<file path="config.mk">
export PLATFORM = sky130hd
export DESIGN_NAME = byte_mem_arbiter
export DESIGN_NICKNAME = d
export VERILOG_FILES = /design/src/rtl/byte_mem_arbiter_pkg.sv /design/src/rtl/byte_mem_arbiter_rr_arbiter2.sv /design/src/rtl/byte_mem_arbiter.sv
export SDC_FILE = /design/constraint.sdc
export NUM_CORES = 1
export LEC_CHECK = 0
export BUFFER_PORTS_ARGS = -buffer_cell sky130_fd_sc_hd__buf_2
export CAP_MARGIN = 20
export CORE_MARGIN = 5
export CORE_UTILIZATION = 52
export DETAILED_ROUTE_END_ITERATION = 16
export GPL_TIMING_DRIVEN = 0
export PLACE_DENSITY_LB_ADDON = 0.3
export SETUP_SLACK_MARGIN = 0.05
export SLEW_MARGIN = 25
export SYNTH_ARGS = -nofsm -noshare
export SYNTH_HDL_FRONTEND = slang
export SYNTH_HIERARCHICAL = 1
export SYNTH_SLANG_ARGS = --single-unit
</file>
<file path="constraint.sdc">
create_clock -name clk -period 2.25 [get_ports clk]
set_clock_uncertainty 0.1 [all_clocks]
set_input_delay 0.3375 -clock clk [delete_from_list [all_inputs] [get_ports clk]]
set_output_delay 0.3375 -clock clk [all_outputs]
set_load 0.1 [all_outputs]
</file>
<file path="src/rtl/byte_mem_arbiter_pkg.sv">
// Shared types and constants for the two-port word-to-byte memory arbiter.
// Byte 0 of a word is its most significant byte (big-endian layout in memory).
package byte_mem_arbiter_pkg;

    typedef enum logic [1:0] {
        ST_IDLE  = 2'd0,
        ST_ISSUE = 2'd1,
        ST_TAIL  = 2'd2,
        ST_ACK   = 2'd3
    } state_t;

    localparam logic PORT_CPU = 1'b0;
    localparam logic PORT_LDR = 1'b1;

    localparam int unsigned BYTES_PER_WORD = 4;

    function automatic logic [7:0] word_byte(input logic [31:0] word, input logic [1:0] k);
        logic [7:0] b;
        case (k)
            2'd0:    b = word[31:24];
            2'd1:    b = word[23:16];
            2'd2:    b = word[15:8];
            default: b = word[7:0];
        endcase
        return b;
    endfunction

endpackage

</file>
<file path="src/rtl/byte_mem_arbiter_rr_arbiter2.sv">
// Two-requester round-robin arbiter; on a tie the port opposite the last grant wins.
// last_grant advances only when the accept strobe is asserted.
module rr_arbiter2
    import byte_mem_arbiter_pkg::*;
(
    input  logic       clk,
    input  logic       rst_n,
    input  logic [1:0] req,
    input  logic       accept,
    output logic       winner
);

    logic last_grant_q;
    logic last_grant_d;

    always_comb begin
        winner = PORT_CPU;
        if (req[0] && req[1]) begin
            winner = ~last_grant_q;
        end else if (req[1]) begin
            winner = PORT_LDR;
        end

        last_grant_d = last_grant_q;
        if (accept) begin
            last_grant_d = winner;
        end
    end

    always_ff @(posedge clk or negedge rst_n) begin
        if (!rst_n) begin
            last_grant_q <= PORT_LDR;
        end else begin
            last_grant_q <= last_grant_d;
        end
    end

endmodule

</file>
<file path="src/rtl/byte_mem_arbiter.sv">
// Shares one byte-wide synchronous memory between a CPU port and a loader port,
// serialising each 32-bit word access into four big-endian byte accesses.
module byte_mem_arbiter
    import byte_mem_arbiter_pkg::*;
#(
    parameter int unsigned ADDR_W = 5
) (
    input  logic              clk,
    input  logic              rst_n,

    input  logic              cpu_req,
    input  logic              cpu_we,
    input  logic [ADDR_W-1:0] cpu_addr,
    input  logic [31:0]       cpu_wdata,
    output logic              cpu_ack,
    output logic [31:0]       cpu_rdata,

    input  logic              ldr_req,
    input  logic              ldr_we,
    input  logic [ADDR_W-1:0] ldr_addr,
    input  logic [31:0]       ldr_wdata,
    output logic              ldr_ack,
    output logic [31:0]       ldr_rdata,

    output logic              busy,
    output logic              gnt_id,

    output logic              mem_en,
    output logic              mem_we,
    output logic [ADDR_W-1:0] mem_addr,
    output logic [7:0]        mem_wdata,
    input  logic [7:0]        mem_rdata
);

    localparam logic [1:0] LAST_BYTE = 2'(BYTES_PER_WORD - 1);

    state_t            state_q, state_d;
    logic [1:0]        cnt_q, cnt_d;
    logic              owner_q, owner_d;
    logic              we_q, we_d;
    logic [ADDR_W-1:0] addr_q, addr_d;
    logic [31:0]       wdata_q, wdata_d;
    logic [23:0]       asm_q, asm_d;
    logic [31:0]       cpu_rdata_q, cpu_rdata_d;
    logic [31:0]       ldr_rdata_q, ldr_rdata_d;

    logic              accept;
    logic              winner;

    rr_arbiter2 u_arb (
        .clk    (clk),
        .rst_n  (rst_n),
        .req    ({ldr_req, cpu_req}),
        .accept (accept),
        .winner (winner)
    );

    always_comb begin
        state_d     = state_q;
        cnt_d       = cnt_q;
        owner_d     = owner_q;
        we_d        = we_q;
        addr_d      = addr_q;
        wdata_d     = wdata_q;
        asm_d       = asm_q;
        cpu_rdata_d = cpu_rdata_q;
        ldr_rdata_d = ldr_rdata_q;
        accept      = 1'b0;

        case (state_q)
            ST_IDLE: begin
                if (cpu_req || ldr_req) begin
                    accept  = 1'b1;
                    owner_d = winner;
                    cnt_d   = '0;
                    state_d = ST_ISSUE;
                    if (winner == PORT_LDR) begin
                        we_d    = ldr_we;
                        addr_d  = ldr_addr;
                        wdata_d = ldr_wdata;
                    end else begin
                        we_d    = cpu_we;
                        addr_d  = cpu_addr;
                        wdata_d = cpu_wdata;
                    end
                end
            end

            ST_ISSUE: begin
                // Read data lags the enable by one cycle, so issue k returns byte k-1.
                if (!we_q) begin
                    case (cnt_q)
                        2'd1:    asm_d[23:16] = mem_rdata;
                        2'd2:    asm_d[15:8]  = mem_rdata;
                        2'd3:    asm_d[7:0]   = mem_rdata;
                        default: ;
                    endcase
                end
                if (cnt_q == LAST_BYTE) begin
                    cnt_d   = '0;
                    state_d = ST_TAIL;
                end else begin
                    cnt_d = cnt_q + 2'd1;
                end
            end

            ST_TAIL: begin
                if (!we_q) begin
                    if (owner_q == PORT_LDR) begin
                        ldr_rdata_d = {asm_q, mem_rdata};
                    end else begin
                        cpu_rdata_d = {asm_q, mem_rdata};
                    end
                end
                state_d = ST_ACK;
            end

            ST_ACK: begin
                state_d = ST_IDLE;
            end

            default: begin
                state_d = ST_IDLE;
            end
        endcase
    end

    always_comb begin
        mem_en    = 1'b0;
        mem_we    = 1'b0;
        mem_addr  = '0;
        mem_wdata = '0;
        if (state_q == ST_ISSUE) begin
            mem_en    = 1'b1;
            mem_we    = we_q;
            mem_addr  = addr_q + ADDR_W'(cnt_q);
            mem_wdata = word_byte(wdata_q, cnt_q);
        end
    end

    assign busy      = (state_q != ST_IDLE);
    assign gnt_id    = busy ? owner_q : PORT_CPU;
    assign cpu_ack   = (state_q == ST_ACK) && (owner_q == PORT_CPU);
    assign ldr_ack   = (state_q == ST_ACK) && (owner_q == PORT_LDR);
    assign cpu_rdata = cpu_rdata_q;
    assign ldr_rdata = ldr_rdata_q;

    always_ff @(posedge clk or negedge rst_n) begin
        if (!rst_n) begin
            state_q     <= ST_IDLE;
            cnt_q       <= '0;
            owner_q     <= PORT_CPU;
            we_q        <= 1'b0;
            addr_q      <= '0;
            wdata_q     <= '0;
            asm_q       <= '0;
            cpu_rdata_q <= '0;
            ldr_rdata_q <= '0;
        end else begin
            state_q     <= state_d;
            cnt_q       <= cnt_d;
            owner_q     <= owner_d;
            we_q        <= we_d;
            addr_q      <= addr_d;
            wdata_q     <= wdata_d;
            asm_q       <= asm_d;
            cpu_rdata_q <= cpu_rdata_d;
            ldr_rdata_q <= ldr_rdata_d;
        end
    end

endmodule

</file>
[Yosys cells after proc, flatten, opt, wreduce, memory -nomap -nowiden]
Index checks and enable logic that the tools add are counted.
Cells by class
  add/subtract/negate cells: 2
  $mul: 0
  divide/modulo/power cells: 0
  order comparisons: 0
  equal/unequal tests: 8
  shifts and indexed selects: 0
  multiplexer cells: 19
  bitwise gates (word level): 3
  reduce and logical (&&, ||, !) cells: 16
Operators by type and width (count)
  2-to-1 mux 32 bit: 1
  case mux 8 bit (3 select lines): 1
  AND reduction 3 bit: 5
  2-to-1 mux 5 bit: 2
  equality test 2 bit, second input constant: 4
  2-to-1 mux 1 bit: 8
  2-to-1 mux 2 bit: 4
  2-to-1 mux 8 bit: 1
  case mux 2 bit (4 select lines): 1
  AND reduction 2 bit: 3
  adder 5 x 2 -> 5 bit: 1
  equality test 2 x 1 -> 1 bit, second input constant: 2
  zero test 2 bit: 2
  inequality test 2 bit, second input constant: 2
  case mux 2 bit (2 select lines): 1
  nonzero test 2 bit: 2
  logical AND 1 bit: 3
  NOT 1 bit: 3
  adder 2 x 1 -> 2 bit, second input constant: 1
  logical OR 1 bit: 1
Storage, ports and cells
  flip-flop bits (word level): 132
  bits in latches: 0
  bits in writable memories: 0
  bits in read-only memories: 0
  bits of input ports: 88
  output and inout bits: 83
  logic and storage cells: 60
  memories: 0

[Logic depth before layout (Yosys ltp)]
Gate-level depths: netlist (run 1).
  word-level depth: 3
  mapped depth: 7
  depth with buffers taken out: 5

[Modules after synthesis]
The synthesis (run 1) kept the hierarchy.
Modules (own cells, without submodules)
  byte_mem_arbiter: instances 1, cells an instance 436, area each 5700.5 um^2, sequential area each 3278.1 um^2
  rr_arbiter2: instances 1, cells an instance 3, area each 52.6 um^2, sequential area each 26.3 um^2

[Worst setup path before layout (run 1)]
Ideal clock, no wire load.
  kind: reg2out
  from: register state_q[1]
  to: output mem_addr[3]
  data arrival time: 3.813 ns
  required time: 1.812 ns
  setup slack: -2.000 ns
  stages on the path, launching flop included: 5
  buffers on the path: 1
  cell sequence: dfrtp_1 > inv_1 > ha_1 > clkbuf_2 > a21boi_0
On the way
  longest elaborated chain between the ends: 2
RTL lines
  start, declared: RTL line byte_mem_arbiter.sv:37  | state_t state_q, state_d;
  start signal, assigned: RTL line byte_mem_arbiter.sv:160  | state_q <= state_d;
  equality test 2 x 1 -> 1 bit: RTL line byte_mem_arbiter.sv:133  | if (state_q == ST_ISSUE) begin
  2-to-1 mux 5 bit: RTL line byte_mem_arbiter.sv:133
  end, declared: RTL line byte_mem_arbiter.sv:30  | output logic [ADDR_W-1:0] mem_addr,
Every way passes these cells.

[Final worst setup path (run 1)]
  from: register cnt_q[0]
  to: output mem_addr[4]
On the way
  longest elaborated chain between the ends: 2
RTL lines
  start, declared: RTL line byte_mem_arbiter.sv:38  | logic [1:0] cnt_q, cnt_d;
  start signal, assigned: RTL line byte_mem_arbiter.sv:161  | cnt_q <= cnt_d;
  adder 5 x 2 -> 5 bit: RTL line byte_mem_arbiter.sv:136  | mem_addr = addr_q + ADDR_W'(cnt_q);
  2-to-1 mux 5 bit: RTL line byte_mem_arbiter.sv:133
Every way passes these cells.

==> results.yml, run 1 <==
clock_network:
  path_clk_slew_ns: 0.06
  cts_tree: "yes"
  cts-buffers-inserted: 17
  clock_tree_root: "sky130_fd_sc_hd__clkbuf_8"
  htreeDepth: 4
  cts.sinks: 132
  clk_latency_ns: 0.51
  cts_max_path_buffers: 2
timing:
  fin_ws_ns: -0.436
  setup_violations: 12
  fmaxAchievable_mhz: 372
  layout_min_cycle_time_ns: 2.69
  slew_headroom: 0.616
  final-max-slew-violation-count: 0
  timing.setup.tns_ns: -3.87
  unrepaired_setup_endpoints_after_global_routing: "true"
  timing_hold_violations_final: 0
  layout_worst_path_cycle_share: 1.19
  worstMarginPinSlew_ns: 0.577
synth:
  yosys_register_bits: 132
  post_synth_num_cell_types: 34
  syn_avg_cell_area_um2: 13.1
  synth_sequential_area_ratio: 0.574
  synth_top_cell_area_share: 0.570
  syn-num-nets: 538
  netlist_instances: 439
  synthMostInstantiatedCell: "sky130_fd_sc_hd__dfrtp_1"
  synthMuxAreaShare: 0.246
  synth_top_cells_by_count: "sky130_fd_sc_hd__dfrtp_1 (131), sky130_fd_sc_hd__mux2_2 (89), sky130_fd_sc_hd__o21ai_0 (49)"
  synth_async_sr_flop_share: 1.00
  synth_edf_count: 0
  synth_top_family_by_area: "multiplexers"
  synthXorXnorAreaFrac: 0.00152
  synth_top_flop_cell: "sky130_fd_sc_hd__dfrtp_1"
  synthAdderAreaFrac: 0.0252
  netlist_area_pre_place_mm2: 0.00575
  synth_compound_area_frac: 0.0781
  yosys.area.top_type: "sky130_fd_sc_hd__dfrtp_1"
  synthesized_area_fraction_occupied_by_and_or_nand_nor_cells: 0.0472
  synthTopCellsByArea: "sky130_fd_sc_hd__dfrtp_1 (57%), sky130_fd_sc_hd__mux2_2 (17%), sky130_fd_sc_hd__mux2i_1 (6.6%), sky130_fd_sc_hd__o21ai_0 (4.3%), sky130_fd_sc_hd__nand2_1 (2.5%)"
  yosysWarningCount: 6
floorplanning:
  num_rows: 38
  die_width_um: 115
  core_area_mm2: 0.0108
  top_level_ports: 171
  initial_utilization: 0.531
  die_area_mm2: 0.0133
  floorplan.die.height_um: 115
route:
  routed_wl_mm: 15.3
  routed-via-count: 4297
  postRouteAntennaNets: 0
  remaining_drc_errors: 0
  detailedRoute.firstPassIterationCount: 5
  detail_route.iter0.violations: 264
  route.detailed.vias_per_inst: 5.41
  wl_per_cell_um: 19.3
worst_setup_path:
  worstSetupEndpointType: "primary output"
  worst-r2r-cell-count: 8
  cp_max_fo: 5
  worstPathArrival_ns: 2.25
  critical_path_required_ns: 1.81
  crit_type: "flop to primary output"
  worst_r2r_endpoint: "u_arb/last_grant_q"
  startpoint_type: "flop"
  timing.critical_path.slowest_cell_delay_ns: 0.45
  reg2reg_slack_ns: 0.12
  worstPathCellList: "ha_4, inv_2, fa_2, or3_4, a21boi_4, buf_12"
  r2r_start: "state_q[1]"
  timing.critical_path.slowest_stage_cell: "sky130_fd_sc_hd__dfrtp_2"
global_route:
  grt_start_max_net_pins: 76
  aggregate_global_route_resource_usage: 0.236
  grt_antenna_before_repair: 0
  number_of_global_route_vias_before_repair: 4702
  gr-total-overflow: 0
  wire_length_of_the_first_global_routing_pass_mm: 24.3
finish:
  fill_cells: 689
  layout.nets: 740
  flow.area_growth_from_synthesis_pct: 40.0
  antenna_cells_inserted: 0
  drive_gt1_frac: 0.566
hold_path:
  worstHoldStart: "cpu_wdata[0]"
  hold_end: "wdata_q[0]"
  timing.hold.worst.class: "input port to flop"
  hold_path_depth: 3
status:
  failed_checks: "setup timing"
  run_status: "complete, but fails checks"
place:
  port_buffers: 170
  dp_hpwl_mm: 10.6
  routabilityCongestion: 0.791
  pre_cts_ws_ns: -0.226
job:
  maxCapViolations: 0
worst max-delay path by stage:
stage / start / depth (start not counted) / slack, ns / endpoint
2_1_floorplan: cnt_q[1] / 4 / -0.10 / mem_addr[3]
3_3_place_gp: rst_n / 1 / -0.84 / ldr_rdata[2]
3_5_place_dp: cnt_q[1] / 6 / -0.23 / mem_wdata[0]
4_1_cts: cnt_q[0] / 6 / -0.43 / mem_addr[4]
5_1_grt: cnt_q[0] / 6 / -0.48 / mem_addr[4]
6_report: cnt_q[0] / 6 / -0.44 / mem_addr[4]
sequential cells by signal, indices dropped and copies added (netlist names):
signal              count
asm_q                  24
cpu_rdata              32
wdata_q                32
we_q                    1
u_arb/last_grant_q      1
cnt_q                   2
addr_q                  5
state_q                 2
ldr_rdata              32
owner_q                 1
critical path, delay by kind of cell (launching register included):
| kind | cells | cell delay [ns] |
|---|---|---|
| compound gates | 1 | 0.16 |
| fa+ha+maj | 2 | 0.54 |
| buf+inv | 2 | 0.23 |
| flops | 1 | 0.45 |
| simple gates | 1 | 0.35 |
layout make-up:
type / instances / area [µm²] / share of cell area
Sequential cell: 132 / 3310 / 0.411
Multi-Input combinational cell: 272 / 2560 / 0.318
Timing Repair Buffer: 186 / 1200 / 0.149
Clock buffer: 18 / 428 / 0.0531
Buffer: 22 / 175 / 0.0217
Tap cell: 140 / 175 / 0.0217
Clock inverter: 14 / 166 / 0.0207
Inverter: 10 / 40.0 / 0.00497
placed cells by master (no fill, tap or decap), drive strengths merged:
master       count
nand2           42
a32o             1
nand3b           1
mux2i           38
a222oi           8
dfrtp          131
ha              10
o21ai           50
a22o             1
and2b            2
a21boi           4
clkinvlp         3
bufinv           2
or3b             1
and2             5
inv             18
a21oi            9
o32a             1
mux2            91
or3              2
clkinv           1
dfstp            1
clkbuf          29
fa               1
nor3b            1
xnor2            1
buf            196
dlygate4sd3      1
nor2b            3
repair_timing:
item | 4_1_cts | 5_1_grt
hold buffers | 1 | 0
pin swaps | 14 | 8
resized for setup | 69 | 13
buffers inserted | 12 | 2
setup endpoints to repair | 17 | 26
endpoints found under the hold margin | 57 | 0
logic make-up after synthesis:
kind of cell	count (synthesis)
XOR/XNOR	1
flip-flops	132
adder cells (fa/ha/maj)	11
multiplexers	129
AO/OA/AOI/OAI	74
buffers and inverters	35
AND/OR/NAND/NOR	57
routing by layer:
layer,up-vias,GRT usage,part of all wire
met5,-,0,0
met4,0,0.0908,0.025
met3,30,0.0411,0.063
met2,186,0.395,0.51
met1,2108,0.310,0.40
li1,1973,-,-
stage by stage:
step	hold slack, ns	cells	utilization	area, µm²
2_1_floorplan	-0.0581	439	-	5960
3_3_place_gp	0.362	749	0.645	6990
3_5_place_dp	0.191	750	0.648	7020
4_1_cts	0.00169	792	0.737	7990
5_1_grt	0.0208	794	0.743	8060
6_report	0.0118	794	0.743	8060
Power of run 1 is left out: the tool's default activity adds up to more than one toggle a clock period on the data nets, which glitch-free logic cannot reach.
==> run 2, diff against run 1 <==
CORE_UTILIZATION = 56   (was 52)
clock period = 3.3 ns   (was 2.25 ns; I/O delays follow)
==> results.yml, run 2 (synthesis results as in run 1) <==
status:
  run_status: "finished, final reports clean"
floorplanning:
  die_area_mm2: 0.0124
  core_area_mm2: 0.0102
  floorplan.die.height_um: 111
  top_level_ports: 171
  initial_utilization: 0.565
  die_width_um: 111
  num_rows: 37
clock_network:
  cts_tree: "yes"
  htreeDepth: 4
  clk_latency_ns: 0.52
  cts_max_path_buffers: 2
  cts.sinks: 132
  clock_tree_root: "sky130_fd_sc_hd__clkbuf_8"
  path_clk_slew_ns: 0.06
  cts-buffers-inserted: 17
global_route:
  grt_start_max_net_pins: 82
  gr-total-overflow: 0
  aggregate_global_route_resource_usage: 0.238
  wire_length_of_the_first_global_routing_pass_mm: 23.2
  grt_antenna_before_repair: 0
  number_of_global_route_vias_before_repair: 4484
finish:
  antenna_cells_inserted: 0
  leading_cell_type_in_the_layout_fill_and_taps_excluded: "sky130_fd_sc_hd__buf_2"
  fin_area_mm2: 0.00746
  drive_gt1_frac: 0.507
  layout.nets: 728
  final_cell_mix: "sky130_fd_sc_hd__buf_2 (169), sky130_fd_sc_hd__dfrtp_1 (131), sky130_fd_sc_hd__mux2_2 (89), sky130_fd_sc_hd__o21ai_0 (49), sky130_fd_sc_hd__nand2_1 (39)"
  fill_cells: 697
  flow.area_growth_from_synthesis_pct: 29.8
hold_path:
  hold_end: "wdata_q[25]"
  worstHoldStart: "ldr_wdata[25]"
  timing.hold.worst.class: "input port to flop"
  hold_path_depth: 3
route:
  detail_route.iter0.violations: 226
  route.detailed.vias_per_inst: 5.45
  remaining_drc_errors: 0
  routed_wl_mm: 14.3
  detailedRoute.firstPassIterationCount: 5
  wl_per_cell_um: 18.4
  routed-via-count: 4238
  postRouteAntennaNets: 0
timing:
  setup_violations: 0
  slew_headroom: 0.642
  final-max-slew-violation-count: 0
  layout_min_cycle_time_ns: 3.14
  unrepaired_setup_endpoints_after_global_routing: "false"
  fmaxAchievable_mhz: 319
  worstMarginPinSlew_ns: 0.538
  timing_hold_violations_final: 0
  layout_worst_path_cycle_share: 0.951
worst_setup_path:
  crit_type: "flop to primary output"
  sum_of_buffers_and_inverters_on_the_critical_path: 2
  timing.critical_path.slowest_cell_delay_ns: 0.43
  timing.critical_path.slowest_stage_cell: "sky130_fd_sc_hd__buf_2"
  worstPathCellList: "ha_1, inv_1, fa_1, or3_1, a21boi_2, buf_2"
  worst_r2r_endpoint: "u_arb/last_grant_q"
  worstPathArrival_ns: 2.54
  critical_path_required_ns: 2.70
  worst_path_dominant_cell_family: "adder cells"
  reg2reg_slack_ns: 1.16
  cp_max_fo: 5
  startpoint_type: "flop"
  r2r_start: "state_q[0]"
  worstSetupEndpointType: "primary output"
  worst-r2r-cell-count: 7
job:
  maxCapViolations: 0
place:
  port_buffers: 170
  dp_hpwl_mm: 10.5
  place_area_mm2: 0.00690
  routabilityCongestion: 0.772
run 2: how the worst max path moves through the flow:
stage          startpoint       endpoint  slack [ns]  cells after the start
6_report         cnt_q[0]    mem_addr[4]        0.16                      6
2_1_floorplan  state_q[1]    mem_addr[3]       -0.38                      4
5_1_grt          cnt_q[0]    mem_addr[4]        0.06                      6
3_3_place_gp        rst_n  cpu_rdata[10]        0.03                      1
4_1_cts        state_q[1]   mem_wdata[4]        0.07                      7
3_5_place_dp     cnt_q[0]   mem_wdata[6]        0.06                      6
run 2: final cells by class:
class | instances | area (µm²) | share of cell area
multi-input combinational | 272 | 2380 | 0.318
buffer | 24 | 125 | 0.0168
tap | 136 | 170 | 0.0228
inverter | 10 | 37.5 | 0.00503
clock buffer | 21 | 459 | 0.0615
timing repair buffer | 172 | 918 | 0.123
clock inverter | 10 | 73.8 | 0.00989
sequential | 132 | 3300 | 0.443
run 2: what timing repair did:
action	4_1_cts	5_1_grt
endpoints found under the hold margin	50	0
pin swaps	0	1
endpoints found under the setup margin	3	8
hold buffers	1	0
setup buffers	0	0
gates resized for setup	4	8
run 2: worst reg2reg max path, stage by stage (launching register included):
cell,delay [ns]
sky130_fd_sc_hd__dfrtp_1,0.41
sky130_fd_sc_hd__inv_1,0.09
sky130_fd_sc_hd__ha_1,0.27
sky130_fd_sc_hd__o21ai_1,0.27
sky130_fd_sc_hd__buf_2,0.30
sky130_fd_sc_hd__buf_2,0.25
sky130_fd_sc_hd__inv_1,0.09
sky130_fd_sc_hd__mux2_4,0.30
run 2: per-stage QoR:
stage          setup TNS (ns)  setup WS (ns)  hold slack (ns)  instances  utilization
5_1_grt                     0         0.0575            0.161        777        0.733
3_5_place_dp                0         0.0632            0.332        746        0.678
4_1_cts                     0         0.0664            0.155        778        0.732
3_3_place_gp                0         0.0276            0.361        745        0.674
6_report                    0          0.161            0.168        777        0.733
2_1_floorplan          -0.378         -0.378           0.0994        439            -
run 2: metal layers:
layer  part of all wire  vias up  GRT usage
met5                  0        -          0
met4              0.017        0     0.0762
met3              0.070       23     0.0668
met2               0.52      182      0.405
met1               0.40     2095      0.298
li1                   -     1938          -
Power of run 2 is left out for the same reason.
==> run 3, diff against run 2 <==
ABC_AREA = 1   (was default)
RECOVER_POWER = 25   (was default)
==> results.yml, run 3 <==
synth:
  synthTopCellsByArea: "sky130_fd_sc_hd__dfrtp_1 (55%), sky130_fd_sc_hd__nand2_1 (23%), sky130_fd_sc_hd__o21ai_0 (7.6%), sky130_fd_sc_hd__inv_1 (3.6%), sky130_fd_sc_hd__ha_1 (2.1%)"
  syn_avg_cell_area_um2: 8.05
  yosys_register_bits: 132
  yosys.area.top_type: "sky130_fd_sc_hd__dfrtp_1"
  synth_async_sr_flop_share: 1.00
  synth_edf_count: 0
  syn-num-nets: 841
  synthMostInstantiatedCell: "sky130_fd_sc_hd__nand2_1"
  synth_top_cells_by_count: "sky130_fd_sc_hd__nand2_1 (361), sky130_fd_sc_hd__dfrtp_1 (131), sky130_fd_sc_hd__o21ai_0 (91)"
  netlist_area_pre_place_mm2: 0.00597
  synth_top_cell_area_share: 0.549
  synth_sequential_area_ratio: 0.553
  netlist_instances: 742
  post_synth_num_cell_types: 25
  yosysWarningCount: 6
  synth_top_flop_cell: "sky130_fd_sc_hd__dfrtp_1"
clock_network:
  cts_max_path_buffers: 2
  path_clk_slew_ns: 0.06
  clock_tree_root: "sky130_fd_sc_hd__clkbuf_8"
  cts_tree: "yes"
  cts.sinks: 132
  ctsResizeCount: 0
  cts-buffers-inserted: 17
  htreeDepth: 4
  clk_latency_ns: 0.52
finish:
  layout.nets: 1032
  finalNonFillerCells: 1082
  multiInputGateArea_mm2: 0.00231
  fill_cells: 767
  seq_area_mm2: 0.00330
  final_cell_mix: "sky130_fd_sc_hd__nand2_1 (361), sky130_fd_sc_hd__buf_2 (191), sky130_fd_sc_hd__dfrtp_1 (131), sky130_fd_sc_hd__o21ai_0 (91), sky130_fd_sc_hd__inv_1 (58)"
  post-route-util: 0.745
  drive_gt1_frac: 0.266
  antenna_cells_inserted: 0
  leading_cell_type_in_the_layout_fill_and_taps_excluded: "sky130_fd_sc_hd__nand2_1"
  flow.area_growth_from_synthesis_pct: 29.5
place:
  dp.cells: 1049
  port_buffers: 170
  dp_hpwl_mm: 11.4
  pre_cts_ws_ns: 0.770
  routabilityCongestion: 0.875
worst_setup_path:
  worst-r2r-cell-count: 5
  timing.critical_path.slowest_cell_delay_ns: 0.45
  reg2reg_slack_ns: 1.47
  crit_type: "flop to primary output"
  timing.critical_path.slowest_stage_cell: "sky130_fd_sc_hd__dfrtp_1"
  worst_r2r_endpoint: "ldr_rdata[17]"
  worst_path_dominant_cell_family: "buffers and inverters"
  sum_of_buffers_and_inverters_on_the_critical_path: 4
  startpoint_type: "flop"
  cp_max_fo: 8
  critical_path_required_ns: 2.70
  worstSetupEndpointType: "primary output"
  worstPathCellList: "inv_1, ha_1, clkbuf_1, nand2_1, nand2_1, inv_1, a21oi_2, buf_2"
  worstPathArrival_ns: 2.52
  r2r_start: "state_q[0]"
timing:
  timing.setup.tns_ns: 0
  layout_min_cycle_time_ns: 3.11
  fmaxAchievable_mhz: 321
  setup_violations: 0
  final-max-slew-violation-count: 37
  layout_worst_path_cycle_share: 0.943
  fin_ws_ns: 0.188
  slew_headroom: -0.276
  timing_hold_violations_final: 0
  worstMarginPinSlew_ns: 1.91
  unrepaired_setup_endpoints_after_global_routing: "false"
floorplanning:
  floorplan.die.height_um: 113
  top_level_ports: 171
  num_rows: 37
  die_width_um: 113
  initial_utilization: 0.576
  die_area_mm2: 0.0128
  core_area_mm2: 0.0104
route:
  detailedRoute.firstPassIterationCount: 5
  wl_per_cell_um: 15.4
  routed_wl_mm: 16.6
  postRouteAntennaNets: 0
  detail_route.iter0.violations: 519
  remaining_drc_errors: 0
  route.detailed.vias_per_inst: 5.15
  routed-via-count: 5570
hold_path:
  hold_path_depth: 3
  worstHoldStart: "ldr_req"
  timing.hold.worst.class: "input port to flop"
  hold_end: "u_arb/last_grant_q"
status:
  run_status: "complete, but fails checks"
  failed_checks: "capacitance limit, slew limit"
global_route:
  number_of_global_route_vias_before_repair: 5548
  grt_antenna_before_repair: 0
  gr-total-overflow: 0
  grt_start_max_net_pins: 98
  aggregate_global_route_resource_usage: 0.265
  wire_length_of_the_first_global_routing_pass_mm: 26.9
job:
  maxCapViolations: 1
run 3: worst max-delay path by stage:
stage / start / end / slack (ns) / cells after the start
5_1_grt: rst_n / ldr_rdata[10] / 0.06 / 3
6_report: cnt_q[1] / mem_wdata[1] / 0.19 / 8
3_3_place_gp: rst_n / cpu_rdata[7] / -0.03 / 1
4_1_cts: state_q[1] / mem_wdata[6] / 0.18 / 7
2_1_floorplan: state_q[1] / mem_addr[2] / -0.40 / 6
3_5_place_dp: cnt_q[1] / mem_wdata[2] / 0.77 / 8
run 3: logic make-up after synthesis:
| family | count (synthesis) | synth area share |
|---|---|---|
| compound gates | 116 | 0.0981 |
| xor+xnor | 1 | 0.00147 |
| fa+ha+maj | 11 | 0.0243 |
| buf+inv | 97 | 0.0700 |
| flops | 132 | 0.553 |
| simple gates | 385 | 0.253 |
run 3: timing repair:
item,CTS,global route
endpoints found under the hold margin,35,0
buffers inserted,0,0
hold buffers,1,0
setup endpoints to repair,0,0
run 3: per-stage QoR:
stage               area, µm²  hold slack [ns]
floorplan                6030           0.0994
global placement         7050            0.354
detailed placement       7090            0.278
CTS                      7760            0.117
global route             7730            0.128
finish                   7730            0.133
run 3: area by class of cell:
| cell class | instances | area share |
|---|---|---|
| flip-flops and latches | 132 | 0.427 |
| multi-input cells | 513 | 0.299 |
| repair buffers | 172 | 0.113 |
| clock buffers | 17 | 0.0536 |
| clock inverters | 15 | 0.0312 |
| inverters | 60 | 0.0291 |
| plain buffers | 37 | 0.0249 |
| well taps | 136 | 0.0220 |
run 3: worst register-to-register path, stage by stage (launching register included):
cell	delay [ns]
sky130_fd_sc_hd__dfrtp_1	0.42
sky130_fd_sc_hd__inv_1	0.09
sky130_fd_sc_hd__ha_1	0.29
sky130_fd_sc_hd__nand3_4	0.17
sky130_fd_sc_hd__clkbuf_1	0.39
sky130_fd_sc_hd__o21ai_0	0.21
run 3: metal layers:
metal,track usage,wire [µm]
met1,0.329,6750
met2,0.448,8340
met3,0.0583,1090
met4,0.113,442
met5,0,0
Power of run 3 is left out for the same reason.
